$ cat src/rtl/up_down_counter.sv
// Enable-gated up/down counter wrapping modulo 2**WIDTH (WIDTH legal range 1..32).
// Define UP_DOWN_COUNTER_STATUS_EN to add the at_max/at_min flags and the registered wrap pulse.
module up_down_counter #(
    parameter int WIDTH = 4
) (
    input  logic             clk,
    input  logic             reset,
    input  logic             en,
    input  logic             up_down,
`ifdef UP_DOWN_COUNTER_STATUS_EN
    output logic             at_max,
    output logic             at_min,
    output logic             wrap,
`endif
    output logic [WIDTH-1:0] count
);

    logic [WIDTH-1:0] count_next;

    // up_down is only looked at under en, so an unknown direction cannot leak into a held count.
    always_comb begin
        count_next = count;
        if (en) begin
            if (up_down) count_next = count + 1'b1;
            else         count_next = count - 1'b1;
        end
    end

    always_ff @(posedge clk) begin
        if (reset) count <= '0;
        else       count <= count_next;
    end

`ifdef UP_DOWN_COUNTER_STATUS_EN
    logic wrap_next;

    assign at_max = (count == {WIDTH{1'b1}});
    assign at_min = (count == {WIDTH{1'b0}});

    // A wrap is an enabled step taken from the terminal value in the direction of travel.
    always_comb begin
        wrap_next = 1'b0;
        if (en) wrap_next = up_down ? at_max : at_min;
    end

    always_ff @(posedge clk) begin
        if (reset) wrap <= 1'b0;
        else       wrap <= wrap_next;
    end
`endif

endmodule

$ cat config.mk
export PLATFORM = sky130hd
export DESIGN_NAME = up_down_counter
export DESIGN_NICKNAME = d
export VERILOG_FILES = /design/src/rtl/up_down_counter.sv
export SDC_FILE = /design/constraint.sdc
export NUM_CORES = 1
export LEC_CHECK = 0
export CAP_MARGIN = 40
export CORE_AREA = 2 2 39 41
export CTS_CLUSTER_DIAMETER = 200
export DETAILED_ROUTE_END_ITERATION = 16
export DIE_AREA = 0 0 41 43
export GPL_TIMING_DRIVEN = 0
export SLEW_MARGIN = 20
export SYNTH_ARGS = -nofsm -noshare
export SYNTH_HDL_FRONTEND = slang
export SYNTH_SLANG_ARGS = --single-unit
export TNS_END_PERCENT = 100
$ cat constraint.sdc
create_clock -name clk -period 1.65 [get_ports clk]
set_clock_uncertainty 0.1 [all_clocks]
set_input_delay 0.165 -clock clk [delete_from_list [all_inputs] [get_ports clk]]
set_output_delay 0.165 -clock clk [all_outputs]
set_load 0.02 [all_outputs]
; Yosys cells after proc, flatten, opt, wreduce, memory -nomap -nowiden
; Cells that the tools add are included.
; Widths: inputs -> output; s select.
[classes]
muxes = 1
add_sub_neg = 2
[op_table]
columns = cell, n
row1 = $add 4x1->4 const B, 1
row2 = $mux 4, 1
row3 = $sub 4x1->4 const B, 1
[word_totals]
inputBits = 4
register_bits = 4
out_inout_bits = 4

; Logic depth before layout (Yosys ltp)
; Gate-level depths: netlist (run 1).
[depth]
ltp_word = 2
ltp_mapped = 6

; Least setup slack after synthesis (run 1)
; Ideal clock, no wire load.
[synth_timing]
kind = register -> register
start = register count[1]
end = register count[3]
slack_ps = -150
path_buffers = 0
period_less_slack_ps = 1800
stages_incl_launch_ff = 6
setup_ps = 123
t_arrival_ps = 1576
required_ps = 1427
path_cell_list = dfxtp_1 ha_1 a21o_1 a21oi_2 mux2i_1 mux2_1
[synth_between]
elab_chain_len = 2
elab_cells_between_ends = 3
cone_classes = 2 x add/sub / 1 x mux
[synth_lines]
columns = element, line
row1 = start: declaration, 15  ; output logic [WIDTH-1:0] count
row2 = start signal: assignment, 31  ; else count <= count_next;
row3 = $sub 4x1->4 or $add 4x1->4 (tied branches), "25, 24"
row4 = $mux 4 *, 24  ; if (up_down) count_next = count + 1'b1;
; Every way passes the cells marked *; elsewhere a longest branch is shown, timed or not.
; A chain may end at the register's enable or synchronous reset.

; Final worst setup path (run 1)
; Same ends and word-level chain as after synthesis.

==> impl_results.md, run 1 <==
* Initial antenna violation count at 0
* Ant. Diodes at 0
* Die width at approximately 41 um
* Max reg flops at 4
* Clock power share at 37.2%
* Rows at 14
* GPL Wtd Cong at about 0.63
* Vias in the first global route at roughly 220
* H-Tree Depth at 1
* Syn Nets at 31
* Root buffer cell: clkbuf_4
* Worst slew pin tran at about 0.28 ns
* Final setup violating endpoints at 0
* Final #Nets at between 40 and 50
* Switching pwr at about 0.00011 W
* Placed Cells at 46
* Post-Syn Area per Cell at about 9.7 sq um
* Synth Register Bits at 4
* Critical-path cell list: ha_4 -> a21o_1 -> a21oi_2 -> mux2i_1 -> mux2_1
* Finished Layout Cells at 51
* Final period utilization at a little over nine tenths
* Crit end category: flop
* IO Pins at 8
* Congestion Overflow GR at 0
* EDFF count, synth at 0
* Top flop regs: count x4
* Syn-to-layout area delta at 55.1%
* Worst r2r src: count[1]
* Share of cells above drive strength 1 at a little under a quarter
* Clock buffer depth at 2
* Beginning of the worst hold path: en
* Tot GR Track Use at 8.04%
* Critical path origin: count[1]
* Register share of total power at between 30% and 40%
* Worst Path Required at around 1.7 ns
* Switching Fraction at between 20 and 30%
* Starting Density at between 10% and 20%
* DP Wirelength at 332 um
* Setup crit start kind: flop
* Synth top cells by count: dfxtp_1 (4), nor2_1 (4)
* Worst hold path class: in -> reg
* Post-synthesis async set-or-reset flop share at 0%
* Critical path fanouts, max at 2
* Yosys Warn Count at 0
* Worst-path clk slew at around 0.040 ns
* Vias per cell at between 3 and 4
* Crit path DAT at around 1.7 ns
* DP Area at ~320 sq um
* Vias at a little under 200
* Power, Total at around 0.00037 W
* Primary FF master, synth: dfxtp_1
* Remaining routing DRC violations at 0
* Final setup TNS at 0 ns
* Largest net degree at the start of global routing at 7
* Hold slack final at between 0.2 and 0.25 ns
* Worst stage delay on the critical path at ~0.34 ns
* Final Hold Viols at 0
* Critical path class: reg -> reg
* Height of the die at between 40 and 50 um
* Port Buf Inserts at 6
* Synth Instances at 24
* Max frequency at approximately 600 MHz
* Max cap viols at 0
* Worst-Skew Late Latency at about 0.24 ns
* Flop-to-flop setup slack at about 0.019 ns
* Std-Cell Core Area at around 1400 sq um
* Seq/Total Area, Yosys at about a third
* Min Tclk post-route at 1.63 ns
* Final WL at between 400 and 500 um
* Outcome: complete, no violations
* Post-synth design cell area at 234 sq um
* Initial DRC Count at 3
* Comb power frac at a little under a third
* Unrepaired setup endpoints after global routing: true
* Pleak at 0.159 nW
* Die area at about 1800 sq um
* WL/cell at roughly 9 um
* Worst vdd ir at roughly 0.34 mV
* Total clock sinks at 4
* CTS tree: yes
* Pwr Density at just over 1000 nW/um^2
* Post-Layout Inst Area at 363 sq um
* Final ANT Viol Nets at 0
* Synth area leaders: dfxtp_1 (34%), ha_1 (11%), fa_1 (8.6%), mux2i_1 (8.6%), xnor2_1 (7.5%)
* Max_slew headroom at between 80 and 90%
* Post-synthesis cell type count at 14
* Slowest-stage cell, CP: dfxtp_4
* CTS Buf Count at 3
* Area fraction of the dominant cell type after synthesis at around a third
* P_int at between 0.0002 and 0.0003 W
* First-pass GRT wire length at around 850 um
* Pins Over Slew Limit at 0
* First drt pass iteration count at 3
* Dominant cell type by area after synthesis: dfxtp_1
* Most flops, register: count
stage by stage:
stage,utilization [%],setup WS [ns]
6_report,26.2,0.0191
5_1_grt,26.2,-0.0751
4_1_cts,26.2,-0.0348
3_5_place_dp,23.0,-0.503
3_3_place_gp,23.0,-0.477
2_1_floorplan,-,0.0146
placed cells by master, fill, tap and decap left out, types with 2 or more instances in the layout:
cell type / count
clkdlybuf4s50_1: 5
xnor2_1: 2
nor2_1: 4
nand2_1: 2
mux2i_1: 2
clkbuf_4: 3
dfxtp_1: 3
clkbuf_1: 2
cells by family (layout without fill, tap and decap cells):
group | after synthesis | in the layout | synth area share (%)
multiplexers | 3 | 3 | 13.4
flip-flops | 4 | 4 | 34.2
adder cells (fa/ha/maj) | 3 | 3 | 19.2
AO/OA/AOI/OAI | 3 | 3 | 10.2
XOR/XNOR | 2 | 2 | 7.49
buffers and inverters | 2 | 13 | 3.21
AND/OR/NAND/NOR | 7 | 7 | 12.3
power groups by stage:
| stage | Sequential [W] | Combinational (W) | Clock (W) |
|---|---|---|---|
| after floorplan | 0.000138 | 0.0000515 | 0 |
| after global placement | 0.000124 | 0.000103 | 0 |
| after detailed placement | 0.000124 | 0.000104 | 0 |
| after CTS | 0.000122 | 0.000115 | 0.000149 |
| after global routing | 0.000124 | 0.000124 | 0.000156 |
| final | 0.000121 | 0.000113 | 0.000139 |
worst max-delay path, delay by kind of cell (launching register included):
| family | cells | cell delay (ns) |
|---|---|---|
| adders and majority gates | 1 | 0.20 |
| AOI/OAI and AO/OA | 2 | 0.29 |
| DFF | 1 | 0.34 |
| muxes | 2 | 0.57 |
final cells by class:
type / count / area, sq um
plain buffers: 1 / 3.75
clock buffers: 4 / 26.3
fillers: 151 / 1020
inverters: 1 / 3.75
multi-input cells: 18 / 159
flip-flops and latches: 4 / 83.8
well taps: 16 / 20.0
repair buffers: 7 / 66.3
routing by layer:
metal	track usage, %	routed length [um]	up-vias
li1	-	-	101
met3	4.71	34	0
met5	0	0	-
met1	7.74	191	91
met4	10.0	0	0
met2	10.0	228	5
what timing repair did:
item	4_1_cts	5_1_grt
endpoints found under the setup margin	1	1
pin swaps	2	2
setup buffers	1	0
gates resized for setup	3	0
hold buffers	0	0
cloned	0	0
final timing paths:
kind	endpoint	cells after the start
max	count[3]	5
min	count[2]	3
max reg2reg	count[3]	5
min reg2reg	count[2]	2
(Power assumes the default switching activity.)
==> inputs of run 2 (changes only) <==
--- a/config.mk
+++ b/config.mk
@@ -5,7 +5,6 @@
 export SDC_FILE = /design/constraint.sdc
 export NUM_CORES = 1
 export LEC_CHECK = 0
-export CAP_MARGIN = 40
 export CORE_AREA = 2 2 39 41
 export CTS_CLUSTER_DIAMETER = 200
 export DETAILED_ROUTE_END_ITERATION = 16
==> results of run 2 <==
No change in the layout: final DEF, timing and power equal those of run 1.
==> inputs of run 3 (changes only) <==
--- a/config.mk
+++ b/config.mk
@@ -7,6 +7,7 @@
 export LEC_CHECK = 0
 export CORE_AREA = 2 2 39 41
 export CTS_CLUSTER_DIAMETER = 200
+export CTS_CLUSTER_SIZE = 25
 export DETAILED_ROUTE_END_ITERATION = 16
 export DIE_AREA = 0 0 41 43
 export GPL_TIMING_DRIVEN = 0
==> constraint.sdc (replaced) <==
create_clock -name clk -period 1.65 [get_ports clk]
set_clock_uncertainty 0.1 [all_clocks]
set_input_delay 0.33 -clock clk [delete_from_list [all_inputs] [get_ports clk]]
set_output_delay 0.33 -clock clk [all_outputs]
set_load 0.02 [all_outputs]
==> impl_results.md, run 3 (same netlist as run 1, synthesis figures left out) <==
* Outcome: finished with violations
* Failing checks: setup timing
* Critical-path cell list: ha_4 -> a21o_1 -> a21oi_2 -> mux2i_1 -> mux2_1
* Root buffer cell: clkbuf_4
* Worst slew pin tran at 0.295 ns (+0.0166 ns)
* DP Wirelength at 338 um (+1.8%)
* Final WS setup at -0.00914 ns (-0.0282 ns)
* Rows at 14 (unchanged)
* Worst Path Required at 1.67 ns (about the same)
* Critical path fanouts, max at 4 (+2)
* Final WL at 508 um (+12%)
* Min Tclk post-route at 1.66 ns (+0.0282 ns)
* Crit path DAT at 1.68 ns (+0.03 ns)
* Worst-path clk slew at 0.04 ns (about the same)
* Clock buffer depth at 2 (unchanged)
* Worst vdd ir at 0.531 mV (+54%)
* Worst-Skew Late Latency at 0.24 ns (about the same)
* Top flop regs: count x4
* CTS tree: yes
* Total clock sinks at 4 (unchanged)
* Initial antenna violation count at 0 (unchanged)
* Slowest-stage cell, CP: dfxtp_4
* Power, Total at 0.000374 W (+0.45%)
* Final setup violating endpoints at 1 (+1)
* Port Buf Inserts at 6 (unchanged)
* Worst stage delay on the critical path at 0.35 ns (about the same)
* Pleak at 0.177 nW (+11%)
* Most common cell after layout, fill and taps aside: nor2_1
* Vias in the first global route at 192 (-14%)
* IO Pins at 8 (unchanged)
* Most frequent cells in the layout: nor2_1 (4), clkbuf_4 (3), dfxtp_1 (3), dlygate4sd2_1 (3), buf_4 (3)
* Most flops, register: count
* Largest net degree at the start of global routing at 7 (unchanged)
* Final #Nets at 45 (+4.7%)
* Setup crit start kind: flop
* Pwr Density at 978 nW/um^2 (-4.8%)
* Vias per cell at 4.00 (+3.6%)
* CTS Buf Count at 3 (unchanged)
* Vias at 212 (+7.6%)
* Post-Layout Inst Area at 383 sq um (+5.5%)
* Worst hold path class: in -> reg
* Initial DRC Count at 3 (unchanged)
* Critical path class: reg -> reg
* Reg2reg path depth at 5 (unchanged)
* Final ANT Viol Nets at 0 (unchanged)
* Finished Layout Cells at 53 (+3.9%)
* Share of cells above drive strength 1 at 32.4% (+9.6 points)
* Hold path depth at 3 (unchanged)
* Ant. Diodes at 0 (unchanged)
* GPL Wtd Cong at 0.670 (+6.3%)
* Max_slew headroom at 80.3% (-1.1 points)
* Die area at 1760 sq um (unchanged)
* DP Area at 330 sq um (+3.9%)
* WL/cell at 9.58 um (+7.7%)
* Tot GR Track Use at 6.85% (-1.2 points)
* Final period utilization at 101% (+1.7 points)
* Final Hold Viols at 0 (unchanged)
* Height of the die at 43 um (unchanged)
* Crit end category: flop
* Max frequency at 603 MHz (-1.7%)
* Placed Cells at 46 (unchanged)
* Pins Over Slew Limit at 0 (unchanged)
* Max cap viols at 0 (unchanged)
* Unrepaired setup endpoints after global routing: true
* Congestion Overflow GR at 0 (unchanged)
* Hold buffers post-CTS at 0 (unchanged)
* Die width at 41 um (unchanged)
* Remaining routing DRC violations at 0 (unchanged)
* Syn-to-layout area delta at 63.6%
* Std-Cell Core Area at 1380 sq um (unchanged)
* Max reg flops at 4 (unchanged)
* First drt pass iteration count at 3 (unchanged)
* First-pass GRT wire length at 786 um (-7.3%)
* H-Tree Depth at 1 (unchanged)
* Starting Density at 16.9% (unchanged)
* Pre-CTS setup slack at -0.586 ns (-0.0834 ns)
-- run 3: path summary, 6_finish.rpt --
check | start | to | slack, ns
worst max register to register | count[1] | count[3] | -0.009
worst min-delay path | en | count[2] | 0.40
worst min register to register | count[1] | count[1] | 0.45
worst max-delay path | count[1] | count[3] | -0.009
-- run 3: area by class of cell --
| type | count | area (sq um) |
|---|---|---|
| Sequential cell | 4 | 83.8 |
| Inverter | 1 | 3.75 |
| Buffer | 1 | 3.75 |
| Tap cell | 16 | 20.0 |
| Multi-Input combinational cell | 18 | 171 |
| Fill cell | 153 | 1000 |
| Timing Repair Buffer | 9 | 73.8 |
| Clock buffer | 4 | 26.3 |
-- run 3: power by group --
group	internal [W]	switching [W]	total, W	leakage [nW]
Combinational	0.0000600	0.0000534	0.000113	0.128
Clock	0.0000911	0.0000451	0.000136	0.0150
Sequential	0.000110	0.0000143	0.000125	0.0338
Total	0.000262	0.000113	0.000374	0.177
-- run 3: what timing repair did --
item                                    in CTS  in global routing
endpoints found under the setup margin       4                  1
buffers inserted                             2                  1
pin swaps                                    1                  2
resized for setup                            6                  1
cloned                                       0                  0
-- run 3: critical path: cells and delay by family (launching register included) --
family,cells,cell delay (ns)
adder cells (fa/ha/maj),1,0.20
flip-flops,1,0.35
AO/OA/AOI/OAI,2,0.30
multiplexers,2,0.59
-- run 3: routing by layer --
metal	vias up	routed length [um]	global-route usage, %
met4	0	0	2.00
met3	0	32	4.71
li1	105	-	-
met5	-	0	0
met1	101	205	8.12
met2	6	270	9.69
-- run 3: through the flow --
stage / util [%] / hold slack [ns] / setup TNS [ns]
finish: 27.7 / 0.402 / -0.00914
detailed placement: 23.9 / 0.402 / -1.01
global route: 27.7 / 0.431 / -0.0729
CTS: 27.5 / 0.382 / -0.0599
global placement: 23.9 / 0.401 / -0.927
floorplan: - / 0.293 / 0
==> RTL edit 1 (settings of run 3) <==
Change the parameter `WIDTH` from 4 to 3.
--- a/src/rtl/up_down_counter.sv
+++ b/src/rtl/up_down_counter.sv
@@ -1,7 +1,7 @@
 // Enable-gated up/down counter wrapping modulo 2**WIDTH (WIDTH legal range 1..32).
 // Define UP_DOWN_COUNTER_STATUS_EN to add the at_max/at_min flags and the registered wrap pulse.
 module up_down_counter #(
-    parameter int WIDTH = 4
+    parameter int WIDTH = 3
 ) (
     input  logic             clk,
     input  logic             reset,
Ports: changed (resized count); port bits go from 8 to 7. The function was not compared with the original's and may differ.
==> RTL edit 1 against run 3 <==
Setup slack better by 0.16 ns. Sequential cell count down 1. Largest cell class unchanged. Critical path type is now input pin to register. Design area down 32%. Critical endpoint is now count[2]. Area after synthesis down 39%. Count of clock-buffer cells in the layout unchanged. Critical path depth up 1. Non-clock buffer count down 4. Total power down 23%. Routed wire length down 39%.
==> RTL edit 1: results <==
[placed_design]
dp_hpwl_um = 240
gp_congestion = 0.503
port_buffers = 6
preCtsSetupSlack_ns = -0.400
place_area_um2 = 223

[timing]
finalCritPeriodShare = 0.908
timing.hold.ws_ns = 0.454
tightest_slew_ns = 0.223
setup_viol = 0

[grt]
grt_start_max_net_pins = 5
grt_usage = 0.0583
grt_pass1_wl_um = 545
grt_pass1_vias = 155

[synth]
synth.top_cells.by_count = "dfxtp_1 (3), nor2_1 (3), xnor2_1 (2)"
synth.area.top_cells = "dfxtp_1 (42%), fa_1 (14%), xnor2_1 (12%)"
synth_nets = 19
seq_area_frac_synth = 0.421
synth.distinct_cells = 9

[pwr]
netSwitchingFraction = 0.268
leakage_uw = 0.000138

[drt]
avgViaCountPerCell = 3.23
drtPass1Iterations = 1
avgRoutedWirePerCell_um = 7.75
drtIter0Drc = 0

[cells_and_area]
layout-drive-gt1-share = 0.208
reg_top3 = "count (3)"
fin_nets = 30

[status]
status = "finished clean"

[worst_setup_path]
path_max_fanout = 2
crit_arrival_ns = 1.52
cp_slowest_stage_delay_ns = 0.40
critical-path-slowest-cell = "fa_2"

[worst_hold_path]
hold_path.class = "register to register"
## RTL edit 1: metrics by stage
| stage | instances | TNS, ns |
|---|---|---|
| 2_1_floorplan | 14 | 0 |
| 5_1_grt | 40 | 0 |
| 3_3_place_gp | 36 | -0.489 |
| 6_report | 40 | 0 |
| 4_1_cts | 40 | 0 |
| 3_5_place_dp | 36 | -0.532 |
## RTL edit 1: per-layer routing
metal,part of all wire,vias up,track usage
li1,-,64,-
met1,0.32,60,0.0387
met2,0.53,5,0.0688
met3,0.15,0,0.0628
met4,0,0,0.0800
met5,0,-,0
## RTL edit 1: power groups by stage
stage | Sequential, uW | Clock, uW | Combinational (uW)
global placement | 91.7 | 0 | 67.3
detailed placement | 92.1 | 0 | 68.5
CTS | 91.3 | 134 | 71.7
floorplan | 103 | 0 | 24.9
global route | 92.0 | 145 | 77.7
finish | 90.7 | 127 | 68.9
## RTL edit 1: repair_timing
item                                    in CTS  in global routing
endpoints found under the setup margin       2                  2
pin swaps                                    1                  0
gates resized for setup                      4                  2
setup buffers                                0                  0
## RTL edit 1: critical path: cells and delay by family
kind | cells | cell delay, ns
adder cells (fa/ha/maj) | 1 | 0.40
AO/OA/AOI/OAI | 2 | 0.27
XOR/XNOR | 1 | 0.19
buffers and inverters | 2 | 0.33
## RTL edit 1: logic make-up after synthesis
group,share of synthesized area
muxes,0.0702
DFF,0.421
adders and majority gates,0.140
and+or+nand+nor,0.123
buffers and inverters,0.0263
xor gates and xnor gates,0.123
AOI/OAI and AO/OA,0.0965
## RTL edit 1: path summary, 6_finish.rpt
check,start,to,cells after the start
setup / recovery,up_down,count[2],6
hold / removal,count[1],count[1],2
setup reg to reg,count[0],count[2],4
hold reg to reg,count[1],count[1],2
## RTL edit 1: layout make-up
class | count | area, um^2
inverter | 1 | 3.75
clock buffer | 4 | 26.3
fill | 161 | 1120
sequential | 3 | 60.1
multi-input combinational | 10 | 88.8
tap | 16 | 20.0
timing repair buffer | 6 | 62.6
==> RTL edit 2 (flow settings as in run 3) <==
Without the edit above. Add a define of `UP_DOWN_COUNTER_STATUS_EN`.
--- a/src/rtl/up_down_counter.sv
+++ b/src/rtl/up_down_counter.sv
@@ -1,5 +1,7 @@
 // Enable-gated up/down counter wrapping modulo 2**WIDTH (WIDTH legal range 1..32).
 // Define UP_DOWN_COUNTER_STATUS_EN to add the at_max/at_min flags and the registered wrap pulse.
+`define UP_DOWN_COUNTER_STATUS_EN
+
 module up_down_counter #(
     parameter int WIDTH = 4
 ) (
Formal check against the unedited RTL (old outputs only; new: at_max, at_min and wrap): equivalent (equiv_simple and equiv_induct, registers matched by name and starting in step).
==> RTL edit 2 against run 3 <==
The run now ends clean. Core utilization increased by 5.7 points. Area after synthesis increased by 23%. Setup slack improved by 0.037 ns. Critical path type is now input pin to register. First-iteration DRC count decreased by 67%. Design area increased by 21%. Routed wire length increased by 24%. Count of clock-buffer cells in the layout unchanged. Critical path depth increased by 2. Critical endpoint unchanged. Total power increased by 15%. Sequential cell count increased by 1.
==> RTL edit 2: results <==
[grt]
grt_pass1_vias = 243
grt_usage = 0.108
use_met3 = 0.0785
grt_use_met2 = 0.128
grtUsageMet1 = 0.135
grt_start_max_net_pins = 8
grt_pass1_wl_mm = 1.15

[status]
status = "finished clean"

[worst_setup_path]
crit_arrival_ns = 1.65
critical-path-slowest-cell = "mux2_1"
regToRegSetupSlack_ns = 0.03
startpoint = "up_down"
cp_slowest_stage_delay_ns = 0.33

[clock_tree]
cts-root-buf = "clkbuf_4"
cts_resized = 18

[pwr]
netSwitchingFraction = 0.321
ir_drop_mv = 0.282
clk-power_uw = 142
leakage_uw = 0.000209
comb-power_uw = 132

[cells_and_area]
fillers = 155
layout-drive-gt1-share = 0.378
reg_top3 = "count (4), wrap (1)"
fin_nets = 53

[synth]
netlist_instances = 29
synthXorXnorAreaFrac = 0.0609
synth.distinct_cells = 17
seq_area_frac_synth = 0.348
synth.area.top_cells = "dfxtp_1 (35%), mux2i_1 (10%), ha_1 (8.7%)"
synth_nets = 36
muxShareOfSynthArea = 0.143
synth_fa_ha_area_frac = 0.157
synth-compound-area-share = 0.0826
synth.top_cells.by_count = "dfxtp_1 (5), nor2_1 (4), mux2i_1 (3)"
synth_top_family_by_area = "simple AND/OR/NAND/NOR gates"

[drt]
wl_met2_um = 302
avgViaCountPerCell = 4.28
drtIter0Drc = 1
highest_layer = "met4"
drtPass1Iterations = 2
wl_met3_um = 52
avgRoutedWirePerCell_um = 10.3
num_vias = 261
met1_length_um = 270

[worst_hold_path]
holdPathEnd = "count[2]"

[placed_design]
gp_congestion = 0.663
dp.cells = 54
dp_hpwl_um = 474
port_buffers = 9

[timing]
tightest_slew_ns = 0.326
## RTL edit 2: cell types whose count changed in the layout (fill, tap and decap cells not counted), sizes merged
cell / change
and4: +1
buf: +2
clkbuf: -1
clkdlybuf4s15: +1
clkinvlp: +1
dfxtp: +1
dlygate4sd2: +1
inv: -1
mux2i: +1
nor3b: +1
nor4: +1
## RTL edit 2: through the flow
stage                     power (uW)  setup slack (ns)  setup TNS (ns)  cell area [um^2]  hold slack (ns)
after global placement           299            -0.737           -1.63               422            0.448
after detailed placement         303            -0.756           -1.78               422            0.460
final                            432            0.0277               0               462            0.378
after global routing             472           -0.0715         -0.0760               462            0.416
after CTS                        438            0.0105               0               453            0.387
after floorplan                  245           -0.0764         -0.0764               312            0.295
## RTL edit 2: cell type report
type                    instances  area share
flip-flops and latches          5       0.230
plain buffers                   1     0.00813
well taps                      16      0.0434
multi-input cells              22       0.431
clock buffers                   4      0.0569
repair buffers                 12       0.214
inverters                       1      0.0163
